`src/rtl/warp_issue_ctrl_pkg.sv`:
```
// Shared sizing, warp state encoding and id types for the warp issue controller.
package warp_issue_ctrl_pkg;

  localparam int unsigned NUM_WARPS_PER_SM = 4;
  localparam int unsigned NUM_WARPS        = NUM_WARPS_PER_SM;
  localparam int unsigned MAX_OUTSTAND     = 3;
  localparam int unsigned WID_W            = $clog2(NUM_WARPS);
  localparam int unsigned CNT_W            = $clog2(MAX_OUTSTAND + 1);

  typedef enum logic [1:0] {
    INACTIVE = 2'd0,
    ACTIVE   = 2'd1,
    BARRIER  = 2'd2,
    DRAIN    = 2'd3
  } warp_state_t;

  typedef logic [WID_W-1:0] warp_id_t;
  typedef logic [CNT_W-1:0] outst_cnt_t;

endpackage

```
`src/rtl/warp_issue_ctrl_if.sv`:
```
// Launch / instruction-buffer / arbiter / completion / issue signals of the warp issue controller.
interface warp_issue_ctrl_if;
  import warp_issue_ctrl_pkg::*;

  logic                 launch_valid;
  logic [NUM_WARPS-1:0] launch_mask;
  logic [NUM_WARPS-1:0] ibuf_valid;
  logic [NUM_WARPS-1:0] ibuf_is_barrier;
  logic [NUM_WARPS-1:0] ibuf_is_exit;
  logic                 stall;
  logic [NUM_WARPS-1:0] grantOH;
  logic                 complete_valid;
  warp_id_t             complete_wid;

  logic [NUM_WARPS-1:0] request;
  logic                 issue_valid;
  logic [NUM_WARPS-1:0] issue_oh;
  warp_id_t             issue_wid;
  logic [NUM_WARPS-1:0] warp_done_oh;
  logic [NUM_WARPS-1:0] active_mask;
  logic                 sm_idle;

  modport master (
    output launch_valid, launch_mask, ibuf_valid, ibuf_is_barrier, ibuf_is_exit,
           stall, grantOH, complete_valid, complete_wid,
    input  request, issue_valid, issue_oh, issue_wid, warp_done_oh, active_mask, sm_idle
  );

  modport slave (
    input  launch_valid, launch_mask, ibuf_valid, ibuf_is_barrier, ibuf_is_exit,
           stall, grantOH, complete_valid, complete_wid,
    output request, issue_valid, issue_oh, issue_wid, warp_done_oh, active_mask, sm_idle
  );

endinterface

```
`src/rtl/warp_issue_ctrl_warp_slot_fsm.sv`:
```
// One warp's lifecycle state and in-flight instruction counter.
module warp_slot_fsm
  import warp_issue_ctrl_pkg::*;
(
  input  logic        clk,
  input  logic        reset,
  input  logic        launch_i,
  input  logic        issue_i,
  input  logic        is_barrier_i,
  input  logic        is_exit_i,
  input  logic        complete_i,
  input  logic        release_i,
  output warp_state_t state_o,
  output outst_cnt_t  outst_o,
  output logic        done_o
);

  warp_state_t state_q, state_d;
  outst_cnt_t  outst_q, outst_d;
  logic        done_q, done_d;

  always_ff @(posedge clk or posedge reset) begin
    if (reset) begin
      state_q <= INACTIVE;
      outst_q <= '0;
      done_q  <= 1'b0;
    end else begin
      state_q <= state_d;
      outst_q <= outst_d;
      done_q  <= done_d;
    end
  end

  // Same-cycle issue and retire cancel; a retire against an empty counter is dropped.
  always_comb begin
    state_d = state_q;
    outst_d = outst_q;
    done_d  = 1'b0;

    if (issue_i && !complete_i) begin
      outst_d = outst_q + CNT_W'(1);
    end else if (complete_i && !issue_i && (outst_q != '0)) begin
      outst_d = outst_q - CNT_W'(1);
    end

    case (state_q)
      INACTIVE: if (launch_i) state_d = ACTIVE;
      ACTIVE: begin
        if (issue_i) begin
          if (is_exit_i)         state_d = DRAIN;
          else if (is_barrier_i) state_d = BARRIER;
        end
      end
      BARRIER: if (release_i) state_d = ACTIVE;
      DRAIN: begin
        if (outst_d == '0) begin
          state_d = INACTIVE;
          done_d  = 1'b1;
        end
      end
      default: state_d = INACTIVE;
    endcase
  end

  no_underflow_a: assert property (@(posedge clk) disable iff (reset)
    !(complete_i && !issue_i && (outst_q == '0)));

  assign state_o = state_q;
  assign outst_o = outst_q;
  assign done_o  = done_q;

endmodule

```
`src/rtl/warp_issue_ctrl.sv`:
```
// Requester side of the per-SM warp round-robin arbiter: request/grant qualification,
// barrier release and issue encoding around NUM_WARPS warp slot state machines.
module warp_issue_ctrl
  import warp_issue_ctrl_pkg::*;
(
  input  logic              clk,
  input  logic              reset,
  warp_issue_ctrl_if.slave  bus
);

  warp_state_t          state [NUM_WARPS];
  outst_cnt_t           outst [NUM_WARPS];
  logic [NUM_WARPS-1:0] done;
  logic [NUM_WARPS-1:0] is_inactive, is_active, is_barrier, is_drain;
  logic [NUM_WARPS-1:0] complete_hit;
  logic [NUM_WARPS-1:0] request_c, issue_oh_c;
  warp_id_t             issue_wid_c;
  logic                 release_c;
  logic                 any_outst_c;

  for (genvar g = 0; g < NUM_WARPS; g++) begin : g_slot
    warp_slot_fsm u_slot (
      .clk          (clk),
      .reset        (reset),
      .launch_i     (bus.launch_valid & bus.launch_mask[g]),
      .issue_i      (issue_oh_c[g]),
      .is_barrier_i (bus.ibuf_is_barrier[g]),
      .is_exit_i    (bus.ibuf_is_exit[g]),
      .complete_i   (complete_hit[g]),
      .release_i    (release_c),
      .state_o      (state[g]),
      .outst_o      (outst[g]),
      .done_o       (done[g])
    );
  end

  // Eligibility is purely from local state; the grant is only trusted where we asked.
  always_comb begin
    is_inactive  = '0;
    is_active    = '0;
    is_barrier   = '0;
    is_drain     = '0;
    complete_hit = '0;
    request_c    = '0;
    issue_wid_c  = '0;
    any_outst_c  = 1'b0;
    for (int unsigned i = 0; i < NUM_WARPS; i++) begin
      is_inactive[i]  = (state[i] == INACTIVE);
      is_active[i]    = (state[i] == ACTIVE);
      is_barrier[i]   = (state[i] == BARRIER);
      is_drain[i]     = (state[i] == DRAIN);
      complete_hit[i] = bus.complete_valid && (bus.complete_wid == WID_W'(i));
      request_c[i]    = is_active[i] && bus.ibuf_valid[i] &&
                        (outst[i] < CNT_W'(MAX_OUTSTAND)) && !bus.stall;
      any_outst_c     = any_outst_c | (outst[i] != '0);
    end
    issue_oh_c = bus.grantOH & request_c;
    for (int unsigned i = 0; i < NUM_WARPS; i++) begin
      if (issue_oh_c[i]) issue_wid_c = WID_W'(i);
    end
  end

  // Draining warps never hold the barrier; release needs at least one waiter.
  assign release_c = (&(is_inactive | is_barrier | is_drain)) && (|is_barrier);

  assign bus.request      = request_c;
  assign bus.issue_oh     = issue_oh_c;
  assign bus.issue_valid  = |issue_oh_c;
  assign bus.issue_wid    = issue_wid_c;
  assign bus.warp_done_oh = done;
  assign bus.active_mask  = ~is_inactive;
  assign bus.sm_idle      = (&is_inactive) && !any_outst_c;

endmodule

```
`src/flat_wrapper.sv`:
```
// flat-port wrapper written by rule: the top's interface ports become plain ports
module warp_issue_ctrl_flat import warp_issue_ctrl_pkg::*;
  (clk, reset, bus_launch_valid, bus_launch_mask, bus_ibuf_valid, bus_ibuf_is_barrier, bus_ibuf_is_exit, bus_stall, bus_grantOH, bus_complete_valid, bus_complete_wid, bus_request, bus_issue_valid, bus_issue_oh, bus_issue_wid, bus_warp_done_oh, bus_active_mask, bus_sm_idle);
  warp_issue_ctrl_if bus_i ();
  input  logic clk;
  input  logic reset;
  input wire logic [$bits(bus_i.launch_valid)-1:0] bus_launch_valid;
  input wire logic [$bits(bus_i.launch_mask)-1:0] bus_launch_mask;
  input wire logic [$bits(bus_i.ibuf_valid)-1:0] bus_ibuf_valid;
  input wire logic [$bits(bus_i.ibuf_is_barrier)-1:0] bus_ibuf_is_barrier;
  input wire logic [$bits(bus_i.ibuf_is_exit)-1:0] bus_ibuf_is_exit;
  input wire logic [$bits(bus_i.stall)-1:0] bus_stall;
  input wire logic [$bits(bus_i.grantOH)-1:0] bus_grantOH;
  input wire logic [$bits(bus_i.complete_valid)-1:0] bus_complete_valid;
  input wire logic [$bits(bus_i.complete_wid)-1:0] bus_complete_wid;
  output wire logic [$bits(bus_i.request)-1:0] bus_request;
  output wire logic [$bits(bus_i.issue_valid)-1:0] bus_issue_valid;
  output wire logic [$bits(bus_i.issue_oh)-1:0] bus_issue_oh;
  output wire logic [$bits(bus_i.issue_wid)-1:0] bus_issue_wid;
  output wire logic [$bits(bus_i.warp_done_oh)-1:0] bus_warp_done_oh;
  output wire logic [$bits(bus_i.active_mask)-1:0] bus_active_mask;
  output wire logic [$bits(bus_i.sm_idle)-1:0] bus_sm_idle;
  assign bus_i.launch_valid = bus_launch_valid;
  assign bus_i.launch_mask = bus_launch_mask;
  assign bus_i.ibuf_valid = bus_ibuf_valid;
  assign bus_i.ibuf_is_barrier = bus_ibuf_is_barrier;
  assign bus_i.ibuf_is_exit = bus_ibuf_is_exit;
  assign bus_i.stall = bus_stall;
  assign bus_i.grantOH = bus_grantOH;
  assign bus_i.complete_valid = bus_complete_valid;
  assign bus_i.complete_wid = bus_complete_wid;
  assign bus_request = bus_i.request;
  assign bus_issue_valid = bus_i.issue_valid;
  assign bus_issue_oh = bus_i.issue_oh;
  assign bus_issue_wid = bus_i.issue_wid;
  assign bus_warp_done_oh = bus_i.warp_done_oh;
  assign bus_active_mask = bus_i.active_mask;
  assign bus_sm_idle = bus_i.sm_idle;
  warp_issue_ctrl u_core (.clk(clk), .reset(reset), .bus(bus_i));
endmodule
```
`config.mk`:
```
export PLATFORM = sky130hd
export DESIGN_NAME = warp_issue_ctrl_flat
export DESIGN_NICKNAME = d
export VERILOG_FILES = /design/src/rtl/warp_issue_ctrl_pkg.sv /design/src/rtl/warp_issue_ctrl_if.sv /design/src/rtl/warp_issue_ctrl_warp_slot_fsm.sv /design/src/rtl/warp_issue_ctrl.sv /design/src/flat_wrapper.sv
export SDC_FILE = /design/constraint.sdc
export NUM_CORES = 1
export LEC_CHECK = 0
export ABC_AREA = 0
export BUFFER_PORTS_ARGS = -buffer_cell sky130_fd_sc_hd__buf_2
export CORE_ASPECT_RATIO = 1.4
export CORE_MARGIN = 4
export CORE_UTILIZATION = 55
export CTS_CLUSTER_SIZE = 14
export DETAILED_ROUTE_END_ITERATION = 10
export PLACE_DENSITY = 0.93
export SYNTH_ARGS = -nofsm -noshare
export SYNTH_HDL_FRONTEND = slang
export SYNTH_SLANG_ARGS = --single-unit
```
`constraint.sdc`:
```
create_clock -name clk -period 2.85 [get_ports clk]
set_clock_uncertainty 0.05 [all_clocks]
set_input_delay 0.4275 -clock clk [delete_from_list [all_inputs] [get_ports clk]]
set_output_delay 0.4275 -clock clk [all_outputs]
set_load 0.02 [all_outputs]
```
==> impl_metrics.yaml <==
placement:
  gpl.final_weighted_congestion: 0.793
  postPlaceCellArea_sq_um: 1770
  half_perimeter_wire_length_of_the_detailed_placement_result_um: 3070
  port_buffers: 46
synthesis:
  netlist_area_pre_place_sq_um: 1580
  synth-edff-count: 0
  synth.area.top_cells: "sky130_fd_sc_hd__dfrtp_1 (32%), sky130_fd_sc_hd__ha_1 (6.3%), sky130_fd_sc_hd__nand2_1 (4.0%)"
  yosys_register_bits: 20
  synth_top_cell_by_area: "sky130_fd_sc_hd__dfrtp_1"
  postSynthAreaPerCell_sq_um: 8.64
  yosys.area.top_type_share_pct: 31.7
  synth_warnings: 0
  synth_async_sr_flop_share_pct: 100
  yosysUniqueCellTypes: 50
  synth_sequential_area_ratio_pct: 31.7
  synthFlopType: "sky130_fd_sc_hd__dfrtp_1"
  mappedNetlistNets: 218
  synthesis.instances: 183
grt:
  maximum_number_of_pins_on_one_net_before_global_route_repair: 21
  grt_antenna_before_repair: 0
  first_global_vias: 1452
  grt_pass1_wl_um: 6290
  gr-usage-all-layers_pct: 21.8
  overflow: 0
die:
  die-width_um: 53.3
  fp.coreArea_sq_um: 2700
  floorplan.die.height_um: 71.4
  initial_utilization_pct: 58.6
  design.die.area_sq_um: 3810
  ios: 47
  rows: 22
sta:
  max_clock_freq_ghz: 0.415
  hold_viol_final: 0
  final_period_minus_worst_setup_slack_ps: 2410
  timing.slew.headroom_pct: 49.0
  setup_viol: 0
  finalCritPeriodShare_pct: 84.5
  slew_viol_final: 0
  grt_setup_unrepaired: "false"
  timing.setup.tns_ps: 0
  worst-slew-pin-transition_ps: 765
final_layout:
  drive_gt1_share_pct: 27.9
  footprint_of_the_multi_input_gates_sq_um: 950
  final-seq-area_sq_um: 500
  post-route-cell-area_sq_um: 1810
  synthToLayoutAreaGrowth_pct: 14.6
  final_common_cell: "sky130_fd_sc_hd__buf_2"
  final_net_count: 258
  insertedDiodeCount: 0
  layout_common_cells: "sky130_fd_sc_hd__buf_2 (46), sky130_fd_sc_hd__dfrtp_1 (20), sky130_fd_sc_hd__nand2_1 (17)"
  fillCellCount: 242
route:
  post_drt_wl_per_cell_um: 14.9
  num_vias: 1516
  drt-initial-drc-count: 49
  drtPass1Iterations: 4
  route.detailed.drc: 0
  routed_via_density: 5.88
  drtAntennaViolNets: 0
  finalWirelength_um: 3850
power:
  internal_power_uw: 861
  power.density_nw_per_um2: 888
  clock_power_share_pct: 10.4
  power_mw: 1.61
  comb_pwr_share_pct: 56.0
  power.switching_fraction_pct: 46.4
  power.sequential.fraction_pct: 33.6
  power.switching_uw: 746
  vdd_drop_max_uv: 491
  power.static_leakage_nw: 0.939
clock_tree:
  worstSkewPairLatency_ps: 310
  quantity_of_hold_fixing_buffers_added_after_cts: 0
  cts_root_buffer: "sky130_fd_sc_hd__clkbuf_4"
  clock_tree.buffer_depth: 2
  cts_setup_buffers: 0
  postCtsResizedCells: 0
  cts_buffers: 3
  tritoncts_clock_tree: "done"
  cts_max_level: 1
  cts_num_sinks: 20
  clkSlewWorstSetupHoldPaths_ps: 110
setup_path:
  critical_setup_path_class: "reg -> out"
  category_of_the_worst_setup_path_launch_point: "register"
  cp_data_required_time_ps: 2370
  worstSetupEndpointType: "primary output"
  worstSetupStartpoint: "u_core.g_slot[3].u_slot.outst_o[0]$_DFF_PP0_"
  reg2reg_from: "u_core.g_slot[2].u_slot.outst_o[1]$_DFF_PP0_"
  cp_data_arrival_time_ps: 1930
  path_max_fanout: 11
worst_hold_path:
  min-delay-path-class: "in -> async"
status:
  status: "finished, final reports clean"
run:
  drv_cap: 0
==> layout make-up <==
| type | count | area share, % |
|---|---|---|
| clock buffer | 4 | 2.00 |
| inverter | 13 | 2.70 |
| multi-input combinational | 139 | 52.5 |
| sequential | 20 | 27.6 |
| tap | 36 | 2.49 |
| timing repair buffer | 46 | 12.7 |
==> routing by layer <==
metal	track usage [%]	routed length, um	up-vias
li1	-	-	737
met1	27.2	1570	713
met2	36.3	1910	55
met3	2.49	266	11
met4	10.5	106	0
met5	0	0	-
==> path summary, 6_finish.rpt <==
path / to / slack, ps / cells after the start
setup / recovery: bus_issue_valid / 440 / 5
hold reg to reg: u_core.g_slot[0].u_slot.state_o[0]$_DFFE_PP0P_ / 490 / 1
min in group clk: u_core.g_slot[3].u_slot.state_o[1]$_DFFE_PP0P_ / 340 / 3
hold / removal: u_core.g_slot[3].u_slot.done_o$_DFF_PP0_ / 180 / 2
setup reg to reg: u_core.g_slot[2].u_slot.state_o[0]$_DFFE_PP0P_ / 650 / 7
max in group asynchronous: u_core.g_slot[2].u_slot.state_o[1]$_DFFE_PP0P_ / 2090 / 2
==> cell families (layout without fill, tap and decap cells) <==
group / Yosys count / after routing / synth area share, %
simple gates: 81 / 81 / 30.2
xor+xnor: 4 / 4 / 2.22
flops: 20 / 20 / 31.7
mux: 4 / 4 / 2.53
fa+ha+maj: 8 / 8 / 6.33
compound gates: 42 / 42 / 18.8
buf+inv: 24 / 63 / 8.23
==> per-stage QoR <==
step / utilization, % / setup WS [ps] / hold slack, ps / std cells
finish: 67.1 / 441 / 184 / 258
CTS: 67.1 / 451 / 211 / 258
floorplan: - / 609 / 341 / 183
global placement: 65.8 / 758 / 457 / 254
detailed placement: 65.8 / 731 / 477 / 254
global route: 67.1 / 279 / 268 / 258
==> worst max-delay path, stage by stage, from the launching register on <==
cell and delay [ps]:
sky130_fd_sc_hd__dfrtp_1 450, sky130_fd_sc_hd__ha_1 210, sky130_fd_sc_hd__nor2_1 110, sky130_fd_sc_hd__nand4_1 420, sky130_fd_sc_hd__nand4_1 240, sky130_fd_sc_hd__buf_2 190
==> Yosys cell counts (all sizes together) (5+ instances only) <==
library cell / count
nor2: 14
o21ai: 11
ha: 8
o311ai: 5
nand2: 18
dfrtp: 20
buf: 11
or2: 7
inv: 13
o211ai: 6
==> state kept, by name, indices dropped and copies added, names as in the netlist <==
register and cells:
u_core.g_slot.u_slot.outst_o 8, u_core.g_slot.u_slot.done_o 4, u_core.g_slot.u_slot.state_o 8
==> power groups by stage <==
stage | Clock [mW] | Combinational, mW | Sequential [mW]
CTS | 0.171 | 0.901 | 0.537
global route | 0.182 | 1.00 | 0.561
detailed placement | 0 | 0.894 | 0.542
floorplan | 0 | 0.720 | 0.498
global placement | 0 | 0.863 | 0.533
finish | 0.168 | 0.900 | 0.540
Power figures use the tool's default switching activity.
